### config.mk
export PLATFORM = sky130hd
export DESIGN_NAME = sync_fifo_test_ctrl
export DESIGN_NICKNAME = d
export VERILOG_FILES = /design/src/rtl/sync_fifo_test_pkg.sv /design/src/rtl/lfsr_gen.sv /design/src/rtl/sync_fifo_test_ctrl.sv
export SDC_FILE = /design/constraint.sdc
export NUM_CORES = 1
export LEC_CHECK = 0
export BUFFER_PORTS_ARGS = -buffer_cell sky130_fd_sc_hd__buf_2
export CAP_MARGIN = 0
export CORE_MARGIN = 2
export CORE_UTILIZATION = 30
export CTS_CLUSTER_SIZE = 14
export DETAILED_ROUTE_END_ITERATION = 16
export PLACE_DENSITY = 0.58
export SYNTH_ARGS = -nofsm -noshare
export SYNTH_HDL_FRONTEND = slang
export SYNTH_SLANG_ARGS = --single-unit
### constraint.sdc
create_clock -name clk_in -period 2 [get_ports clk_in]
set_input_delay 0.3 -clock clk_in [delete_from_list [all_inputs] [get_ports clk_in]]
set_output_delay 0.3 -clock clk_in [all_outputs]
set_load 0.02 [all_outputs]
### src/rtl/sync_fifo_test_pkg.sv
// Shared encodings for the FIFO exerciser: FSM states, UART command and response bytes,
// and the LFSR tap table.
package sync_fifo_test_pkg;

   typedef enum logic [2:0] {
      ST_IDLE, ST_WRITE, ST_W_SETTLE, ST_READ, ST_TX_HOLD, ST_VERIFY, ST_V_SETTLE, ST_REPORT
   } state_t;

   localparam logic [7:0] CMD_W  = 8'h77;
   localparam logic [7:0] CMD_L  = 8'h6C;
   localparam logic [7:0] CMD_R  = 8'h72;
   localparam logic [7:0] CMD_V  = 8'h76;
   localparam logic [7:0] CMD_S  = 8'h73;
   localparam logic [7:0] CMD_X  = 8'h78;
   localparam logic [7:0] RESP_P = 8'h50;
   localparam logic [7:0] RESP_F = 8'h46;

   // Fibonacci tap masks. Bit i set means stage i feeds the XOR.
   // Width 8 is x^8+x^6+x^5+x^4+1.
   function automatic logic [31:0] lfsr_taps(input int width);
      case (width)
         4:       return 32'h0000_000C;
         5:       return 32'h0000_0014;
         6:       return 32'h0000_0030;
         7:       return 32'h0000_0060;
         8:       return 32'h0000_00B8;
         16:      return 32'h0000_B400;
         default: return 32'h0000_0003 << (width - 2);
      endcase
   endfunction

endpackage

### src/rtl/lfsr_gen.sv
// Left-shifting Fibonacci LFSR. The load input and the reset input both reload SEED.
module lfsr_gen
   import sync_fifo_test_pkg::*;
#(
   parameter int                   DATA_BITS = 8,
   parameter logic [DATA_BITS-1:0] SEED      = 'h01
) (
   input  logic                 clk_in,
   input  logic                 n_rst,
   input  logic                 load,
   input  logic                 step,
   output logic [DATA_BITS-1:0] q
);

   localparam logic [DATA_BITS-1:0] TAPS = DATA_BITS'(lfsr_taps(DATA_BITS));

   logic fb;
   assign fb = ^(q & TAPS);

   always_ff @(posedge clk_in) begin
      if (!n_rst || load) q <= SEED;
      else if (step)      q <= {q[DATA_BITS-2:0], fb};
   end

endmodule

### src/rtl/sync_fifo_test_ctrl.sv
// UART-command-driven exerciser for a synchronous FIFO: write bursts, drain to UART,
// ramp verification and fill-level report.
module sync_fifo_test_ctrl
   import sync_fifo_test_pkg::*;
#(
   parameter int                   DATA_BITS  = 8,
   parameter int                   LEVEL_BITS = 9,
   parameter int                   BURST_LEN  = 256,
   parameter int                   CNT_BITS   = 10,
   parameter logic [DATA_BITS-1:0] LFSR_SEED  = 'h01
) (
   input  logic                  clk_in,
   input  logic                  n_rst,
   input  logic                  uart_rx_valid_in,
   input  logic [DATA_BITS-1:0]  uart_rx_data_in,
   input  logic                  uart_tx_ready_in,
   input  logic                  fifo_full_in,
   input  logic                  fifo_empty_in,
   input  logic [LEVEL_BITS-1:0] fifo_level_in,
   input  logic [DATA_BITS-1:0]  fifo_rd_data_in,
   output logic                  fifo_wr_en,
   output logic [DATA_BITS-1:0]  fifo_wr_data_out,
   output logic                  fifo_rd_en,
   output logic                  uart_tx_en,
   output logic [DATA_BITS-1:0]  uart_tx_data_out,
   output logic                  busy_out,
   output logic                  done_out,
   output logic [CNT_BITS-1:0]   err_count_out
);

   localparam logic [DATA_BITS-1:0] C_W = DATA_BITS'(CMD_W);
   localparam logic [DATA_BITS-1:0] C_L = DATA_BITS'(CMD_L);
   localparam logic [DATA_BITS-1:0] C_R = DATA_BITS'(CMD_R);
   localparam logic [DATA_BITS-1:0] C_V = DATA_BITS'(CMD_V);
   localparam logic [DATA_BITS-1:0] C_S = DATA_BITS'(CMD_S);
   localparam logic [DATA_BITS-1:0] C_X = DATA_BITS'(CMD_X);
   localparam logic [CNT_BITS-1:0]  BURST_N = CNT_BITS'(BURST_LEN);
   localparam logic [31:0]          LVL_MAX = (32'd1 << DATA_BITS) - 32'd1;

   state_t                state, state_n;
   logic [CNT_BITS-1:0]   count, count_n, expect_q, expect_n, err_n;
   logic                  mode_lfsr, mode_n;
   logic [DATA_BITS-1:0]  rpt, rpt_n, lvl_sat, lfsr_q;
   logic                  wr_en_n, rd_en_n, tx_en_n, done_n, lfsr_load, lfsr_step, abort;
   logic [DATA_BITS-1:0]  wr_data_n, tx_data_n;

   lfsr_gen #(.DATA_BITS(DATA_BITS), .SEED(LFSR_SEED)) u_lfsr (
      .clk_in (clk_in),
      .n_rst  (n_rst),
      .load   (lfsr_load),
      .step   (lfsr_step),
      .q      (lfsr_q)
   );

   assign lvl_sat = (32'(fifo_level_in) > LVL_MAX) ? '1 : DATA_BITS'(fifo_level_in);
   assign abort   = uart_rx_valid_in && (uart_rx_data_in == C_X);

   always_comb begin
      state_n   = state;
      count_n   = count;
      expect_n  = expect_q;
      err_n     = err_count_out;
      mode_n    = mode_lfsr;
      rpt_n     = rpt;
      wr_en_n   = 1'b0;
      wr_data_n = fifo_wr_data_out;
      rd_en_n   = 1'b0;
      tx_en_n   = 1'b0;
      tx_data_n = uart_tx_data_out;
      done_n    = 1'b0;
      lfsr_load = 1'b0;
      lfsr_step = 1'b0;
      case (state)
         ST_IDLE: if (uart_rx_valid_in) begin
            case (uart_rx_data_in)
               C_W: begin state_n = ST_WRITE; count_n = '0; mode_n = 1'b0; end
               // Each 'l' burst restarts the sequence so bursts are reproducible.
               C_L: begin state_n = ST_WRITE; count_n = '0; mode_n = 1'b1; lfsr_load = 1'b1; end
               C_R: state_n = ST_READ;
               C_V: begin state_n = ST_VERIFY; err_n = '0; expect_n = '0; end
               C_S: begin state_n = ST_REPORT; rpt_n = lvl_sat; end
               default: ;
            endcase
         end
         ST_WRITE: begin
            if (count == BURST_N || fifo_full_in) begin
               state_n = ST_IDLE;
               done_n  = 1'b1;
            end else begin
               wr_en_n   = 1'b1;
               wr_data_n = mode_lfsr ? lfsr_q : DATA_BITS'(count);
               lfsr_step = mode_lfsr;
               count_n   = count + 1'b1;
               state_n   = ST_W_SETTLE;
            end
         end
         ST_W_SETTLE: state_n = ST_WRITE;
         ST_READ: begin
            if (!fifo_empty_in && uart_tx_ready_in) begin
               rd_en_n   = 1'b1;
               tx_en_n   = 1'b1;
               tx_data_n = fifo_rd_data_in;
               state_n   = ST_TX_HOLD;
            end else if (fifo_empty_in) begin
               state_n = ST_IDLE;
               done_n  = 1'b1;
            end
         end
         // The transmitter drops ready one cycle late, so ready is ignored here.
         ST_TX_HOLD: state_n = ST_READ;
         ST_VERIFY: begin
            if (!fifo_empty_in) begin
               rd_en_n  = 1'b1;
               if (fifo_rd_data_in != DATA_BITS'(expect_q) && err_count_out != '1)
                  err_n = err_count_out + 1'b1;
               expect_n = expect_q + 1'b1;
               state_n  = ST_V_SETTLE;
            end else begin
               rpt_n   = (err_count_out == '0) ? DATA_BITS'(RESP_P) : DATA_BITS'(RESP_F);
               state_n = ST_REPORT;
            end
         end
         ST_V_SETTLE: state_n = ST_VERIFY;
         ST_REPORT: if (uart_tx_ready_in) begin
            tx_en_n   = 1'b1;
            tx_data_n = rpt;
            state_n   = ST_IDLE;
            done_n    = 1'b1;
         end
         default: state_n = ST_IDLE;
      endcase
      // Abort cancels whatever this cycle would have issued. It only reports done when leaving a command.
      if (abort && state != ST_IDLE) begin
         state_n   = ST_IDLE;
         wr_en_n   = 1'b0;
         rd_en_n   = 1'b0;
         tx_en_n   = 1'b0;
         wr_data_n = fifo_wr_data_out;
         tx_data_n = uart_tx_data_out;
         err_n     = err_count_out;
         lfsr_step = 1'b0;
         done_n    = 1'b1;
      end
   end

   always_ff @(posedge clk_in) begin
      if (!n_rst) begin
         state            <= ST_IDLE;
         count            <= '0;
         expect_q         <= '0;
         mode_lfsr        <= 1'b0;
         rpt              <= '0;
         fifo_wr_en       <= 1'b0;
         fifo_wr_data_out <= '0;
         fifo_rd_en       <= 1'b0;
         uart_tx_en       <= 1'b0;
         uart_tx_data_out <= '0;
         busy_out         <= 1'b0;
         done_out         <= 1'b0;
         err_count_out    <= '0;
      end else begin
         state            <= state_n;
         count            <= count_n;
         expect_q         <= expect_n;
         mode_lfsr        <= mode_n;
         rpt              <= rpt_n;
         fifo_wr_en       <= wr_en_n;
         fifo_wr_data_out <= wr_data_n;
         fifo_rd_en       <= rd_en_n;
         uart_tx_en       <= tx_en_n;
         uart_tx_data_out <= tx_data_n;
         busy_out         <= (state_n != ST_IDLE);
         done_out         <= done_n;
         err_count_out    <= err_n;
      end
   end

endmodule

# Word level (Yosys, flattened, before mapping)
# Cells that the tools add are included.
[word_totals] wordCells=123 romBits=0 latch_bits=0 inputBits=31 register_bits=71 ramBits=0 memories=0 output_inout_bits=31
[classes] n_reduce_logical=27 magnitude_cmp=1 bitwise=4 n_mul=0 add_sub_neg=3 mux=48 shifts=0 n_div=0 n_eq_ne=26
[op_table] op="2-to-1 mux 10 bit" count=8
[op_table] op="case mux 10 bit (2 select lines)" count=3
[op_table] op="2-to-1 mux 8 bit" count=7
[op_table] op="== test 8 x 7 -> 1 bit, second input constant" count=6
[op_table] op="case mux 8 bit (2 select lines)" count=2
[op_table] op="adder 10 x 1 -> 10 bit, second input constant" count=3
[op_table] op="case mux 3 bit (8 select lines)" count=1
[op_table] op="!= test 2 bit, second input constant" count=8
[op_table] op="AND reduction 4 bit" count=4
[op_table] op="2-to-1 mux 1 bit" count=15
[op_table] op="2-to-1 mux 3 bit" count=5
[op_table] op="== test 3 bit, second input constant" count=4
[op_table] op="case mux 3 bit (4 select lines)" count=1
[op_table] op="== test 10 x 9 -> 1 bit, second input constant" count=1
[op_table] op="zero test 10 bit" count=1
[op_table] op="!= test 10 bit, second input constant" count=1
[op_table] op="> comparator 9 x 8 -> 1 bit, second input constant" count=1
[op_table] op="!= test 8 bit" count=1
[op_table] op="nonzero test 2 bit" count=4
[op_table] op="XOR reduction 8 bit" count=1
[op_table] op="== test 3 x 2 -> 1 bit, second input constant" count=2
[op_table] op="case mux 1 bit (2 select lines)" count=3
[op_table] op="AND reduction 3 bit" count=2
[op_table] op="AND reduction 6 bit" count=1
[op_table] op="13 further kinds" count=24

# Logic depth before layout (Yosys ltp)
[depth] depth_word=7 depth_mapped=8

# Modules after synthesis
# A second synthesis with hierarchy kept.
[hier_totals] cells_unflattened=402 area_unflattened_um2=3490.8
[by_module_without_submodules] mod="sync_fifo_test_ctrl" area_per_inst_um2=3178.0 instances=1 cells_per_inst=372 seq_area_each_um2=1221.2
[by_module_without_submodules] mod="lfsr_gen" area_per_inst_um2=312.8 instances=1 cells_per_inst=30 seq_area_each_um2=160.2

# Least setup slack after synthesis
# OpenSTA, ideal clock, no wires.
[synth_path] path_kind="register -> register" startpoint="register state[0]" endpoint="register err_count_out[7]" stages_incl_launch_ff=8 t_arrival_ns=1.950 period_less_slack_ns=2.069 setup_ns=0.119 setup_slack_ns=-0.069 cell_sequence="dfxtp_1 > or3_4 > and4_4 > buf_6 > or4_4 > a211oi_4 > a31o_2 > a21oi_1"
[synth_via] elab_chain_cells=4
[synth_lines] item="start, declared" line="sync_fifo_test_ctrl.sv:40" rtl="state_t state, state_n;"
[synth_lines] item="start signal, assigned" line="sync_fifo_test_ctrl.sv:162" rtl="state <= state_n;"
[synth_lines] item="parallel branches: the longest is 4 deep, another holds AND reduction 6 bit"
[synth_lines] item="end signal, assigned" line="sync_fifo_test_ctrl.sv:174" rtl="err_count_out <= err_n;"
[synth_lines] item="end, declared" line="sync_fifo_test_ctrl.sv:28" rtl="output logic [CNT_BITS-1:0] err_count_out"
# Parallel ways; which one is timed is not known.
# A chain may end at the register's enable or synchronous reset.

# Worst setup path in the final report
[layout_path] startpoint="register state[2]" endpoint="register err_count_out[7]"
# The elaborated chain is that of the path after synthesis.

==> flow_metrics.env <==
export IMPL_outcome="completed"
export IMPL_diodes=0
export IMPL_grt_max_degree=26
export IMPL_cts_tree="built"
export IMPL_postLayoutCoreUtil_pct=40.1
export IMPL_ys_flop_type="dfxtp_1"
export IMPL_start_kind="flop"
export IMPL_clk_latency_ps=330
export IMPL_io_buffer_count=61
export IMPL_finalCritPeriodShare_pct=97.5
export IMPL_hpwl_mm=6.44
export IMPL_avgSynthCellArea_um2=8.57
export IMPL_core_um2=10900
export IMPL_power_mw=3.27
export IMPL_overflow=0
export IMPL_cpPeakStageDelay_ps=430
export IMPL_synth_warnings=0
export IMPL_final_nets=513
export IMPL_drc=0
export IMPL_wirelength_mm=8.61
export IMPL_synth_nets=432
export IMPL_cpMaxStageDelayCell="or4_4"
export IMPL_crit_path_max_fanout=5
export IMPL_synthesis_area_um2=3390
export IMPL_dr_pass1_iters=5
export IMPL_vias=3127
export IMPL_gp_congestion=0.823
export IMPL_top_level_ports=62
export IMPL_die_w_um=110
export IMPL_tightest_slew_ps=584
export IMPL_synth_top_area_cell="dfxtp_1"
export IMPL_start_util_pct=31.0
export IMPL_std_cell_rows=38
export IMPL_ys_seq_area_share_pct=40.7
export IMPL_p_leak_nw=1.73
export IMPL_p_per_area_nw_per_um2=746
export IMPL_rsz0062_at_grt="true"
export IMPL_end_kind="flop"
export IMPL_dp_slack_ps=-20.9
export IMPL_antenna_found_initial=0
export IMPL_crit_chain="or3_4 -> and4_4 -> or4_4 -> a211oi_4 -> a31o_2 -> a21oi_2"
export IMPL_synth_seq_cells=69
export IMPL_yosys_area_top_type_share_pct=40.7
export IMPL_max_cap_violations=0
export IMPL_wire_per_inst_um=13.8
export IMPL_drtIter0Drc=220
export IMPL_max_freq_mhz=513
export IMPL_syn_inst=396
export IMPL_clk_transition_reported_paths_ps=60
export IMPL_arrival_ps=2170
export IMPL_ys_top_cells_by_count="69 x dfxtp_1, 50 x nor2_1, 27 x nand2_1, 25 x a21oi_1, 23 x nand3_1"
export IMPL_synthMostInstantiatedCell="dfxtp_1"
export IMPL_reg2reg_to="err_count_out[7]$_SDFFE_PN0P_"
export IMPL_clock_sinks=69
export IMPL_die_area_um2=12200
export IMPL_relSlewSlack_pct=61.0
export IMPL_setup_viol=0
export IMPL_ant_nets=0
export IMPL_fin_crit_ps=1950
export IMPL_syn_to_final_growth_pct=29.3
export IMPL_r2r_slack_ps=50
export IMPL_htree_levels=3
export IMPL_setup_ws_ps=49.2
export IMPL_whs_ps=272
export IMPL_synth_cell_types=51
export IMPL_hold_viol=0
export IMPL_maxSlewViolCount=0
export IMPL_cts_root_buf="clkbuf_16"
export IMPL_grt_pass1_wl_mm=14.0
export IMPL_cts_setup_buffers=0
export IMPL_reg2regPathDepth=6
export IMPL_fin_worst_skew_ps=4.62
export IMPL_r2r_start="state[2]$_SDFF_PN0_"
export IMPL_grtUsageTotal_pct=14.9
export IMPL_cts_made_buffers=9
export IMPL_cp_required_ps=2220
export IMPL_cts_path_max_buffers=2
export IMPL_grt_pass1_vias=2930
export IMPL_synth_area_top_cells="dfxtp_1 41%, xnor2_1 5.7%, nor2_1 5.5%, mux2i_1 5.0%, a211oi_1 4.4%"
export IMPL_crit_type="reg2reg"
export IMPL_crit_start="state[2]$_SDFF_PN0_"
export IMPL_min_path_type="in2reg"
export IMPL_vdd_drop_max_v=0.000347
export IMPL_fill_cells=1113
export IMPL_timing_critical_path_to="err_count_out[7]$_SDFFE_PN0P_"
export IMPL_drive_above_1_share_pct=25.5
export IMPL_synth_edf_count=0
export IMPL_die_h_um=110
export IMPL_synthArstFlopShare_pct=0
export IMPL_viasPerCell=5.03
-- sequential cells by signal, summed over array words and instances, names as in the netlist --
| name | flops |
|---|---|
| mode_lfsr | 1 |
| expect_q | 8 |
| uart_tx_en | 1 |
| fifo_wr_en | 1 |
| fifo_wr_data_out | 8 |
| uart_tx_data_out | 8 |
| state | 3 |
| busy_out | 1 |
| err_count_out | 10 |
| done_out | 1 |
| fifo_rd_en | 1 |
| u_lfsr.q | 8 |
| rpt | 8 |
| count | 10 |
-- cell families (layout without fill, tap and decap cells) --
group                    count (synthesis)  count (layout)  synth area share (%)
AND/OR/NAND/NOR                        163             163                  25.0
AO/OA/AOI/OAI                           81              81                  15.9
flip-flops                              69              69                  40.7
buffers and inverters                   31             117                  3.76
XOR/XNOR                                30              30                  7.75
multiplexers                            17              17                  5.02
adder cells (fa/ha/maj)                  5               5                  1.84
-- repair_timing --
item | CTS | global route
hold endpoints to repair | 0 | 0
hold buffers | 0 | 0
setup endpoints to repair | 1 | 15
gates resized for setup | 0 | 10
pin swaps | 4 | 2
-- where the power goes --
group / switching (mW) / internal, mW
clock network: 0.647 / 1.11
registers: 0.00121 / 1.38
logic: 0.0789 / 0.0572
total: 0.727 / 2.54
-- layer usage --
layer,vias up,share of wire (%),global-route usage [%]
met5,-,0,0
met4,0,1.7,6.07
met3,13,5.0,3.35
met2,67,43,22.9
met1,1441,50,20.1
li1,1606,-,-
-- per-stage QoR --
step | cells | area, um2 | setup TNS, ps
after global placement | 606 | 4020 | 0
after CTS | 622 | 4350 | -3.90
final | 622 | 4380 | 0
after floorplan | 396 | 3390 | -125
after detailed placement | 606 | 4020 | -35.3
after global routing | 622 | 4380 | -0.875
-- cells in the final DEF, fill, tap and decap left out, drive strengths merged, types with 4 or more instances in the layout --
master / instances
a211oi: 21
xnor2: 22
and4b: 4
o21ai: 13
buf: 91
nand4: 13
inv: 13
mux2i: 17
a21oi: 25
nor2: 50
clkbuf: 9
nor4: 7
nand2: 27
dfxtp: 69
xor2: 8
nor3: 8
nand3: 23
ha: 5
nor2b: 5
and3: 8
-- area by class of cell --
class	instances	area (um2)	area share, %
Tap cell	140	175	4.00
Clock buffer	9	225	5.14
Timing Repair Buffer	91	547	12.5
Sequential cell	69	1380	31.6
Multi-Input combinational cell	296	1910	43.6
Inverter	10	37.5	0.856
Clock inverter	7	104	2.37
-- critical path, delay by kind of cell (launching register included) --
| family | cells | cell delay, ps |
|---|---|---|
| AND/OR/NAND/NOR | 3 | 1000 |
| AO/OA/AOI/OAI | 3 | 520 |
| flip-flops | 1 | 320 |
-- worst min-delay path by stage --
| stage | endpoint | cells past startpoint | from | slack (ps) |
|---|---|---|---|---|
| 6_report | rpt[3]$_SDFFE_PN0P_ | 3 | fifo_level_in[3] | 270 |
| 5_1_grt | rpt[5]$_SDFFE_PN0P_ | 3 | fifo_level_in[5] | 290 |
| 4_1_cts | rpt[3]$_SDFFE_PN0P_ | 3 | fifo_level_in[3] | 260 |
| 3_5_place_dp | rpt[0]$_SDFFE_PN0P_ | 2 | rpt[0]$_SDFFE_PN0P_ | 450 |
| 3_3_place_gp | rpt[3]$_SDFFE_PN0P_ | 2 | rpt[3]$_SDFFE_PN0P_ | 440 |
| 2_1_floorplan | rpt[0]$_SDFFE_PN0P_ | 2 | rpt[0]$_SDFFE_PN0P_ | 430 |
Power figures use the tool's default switching activity.
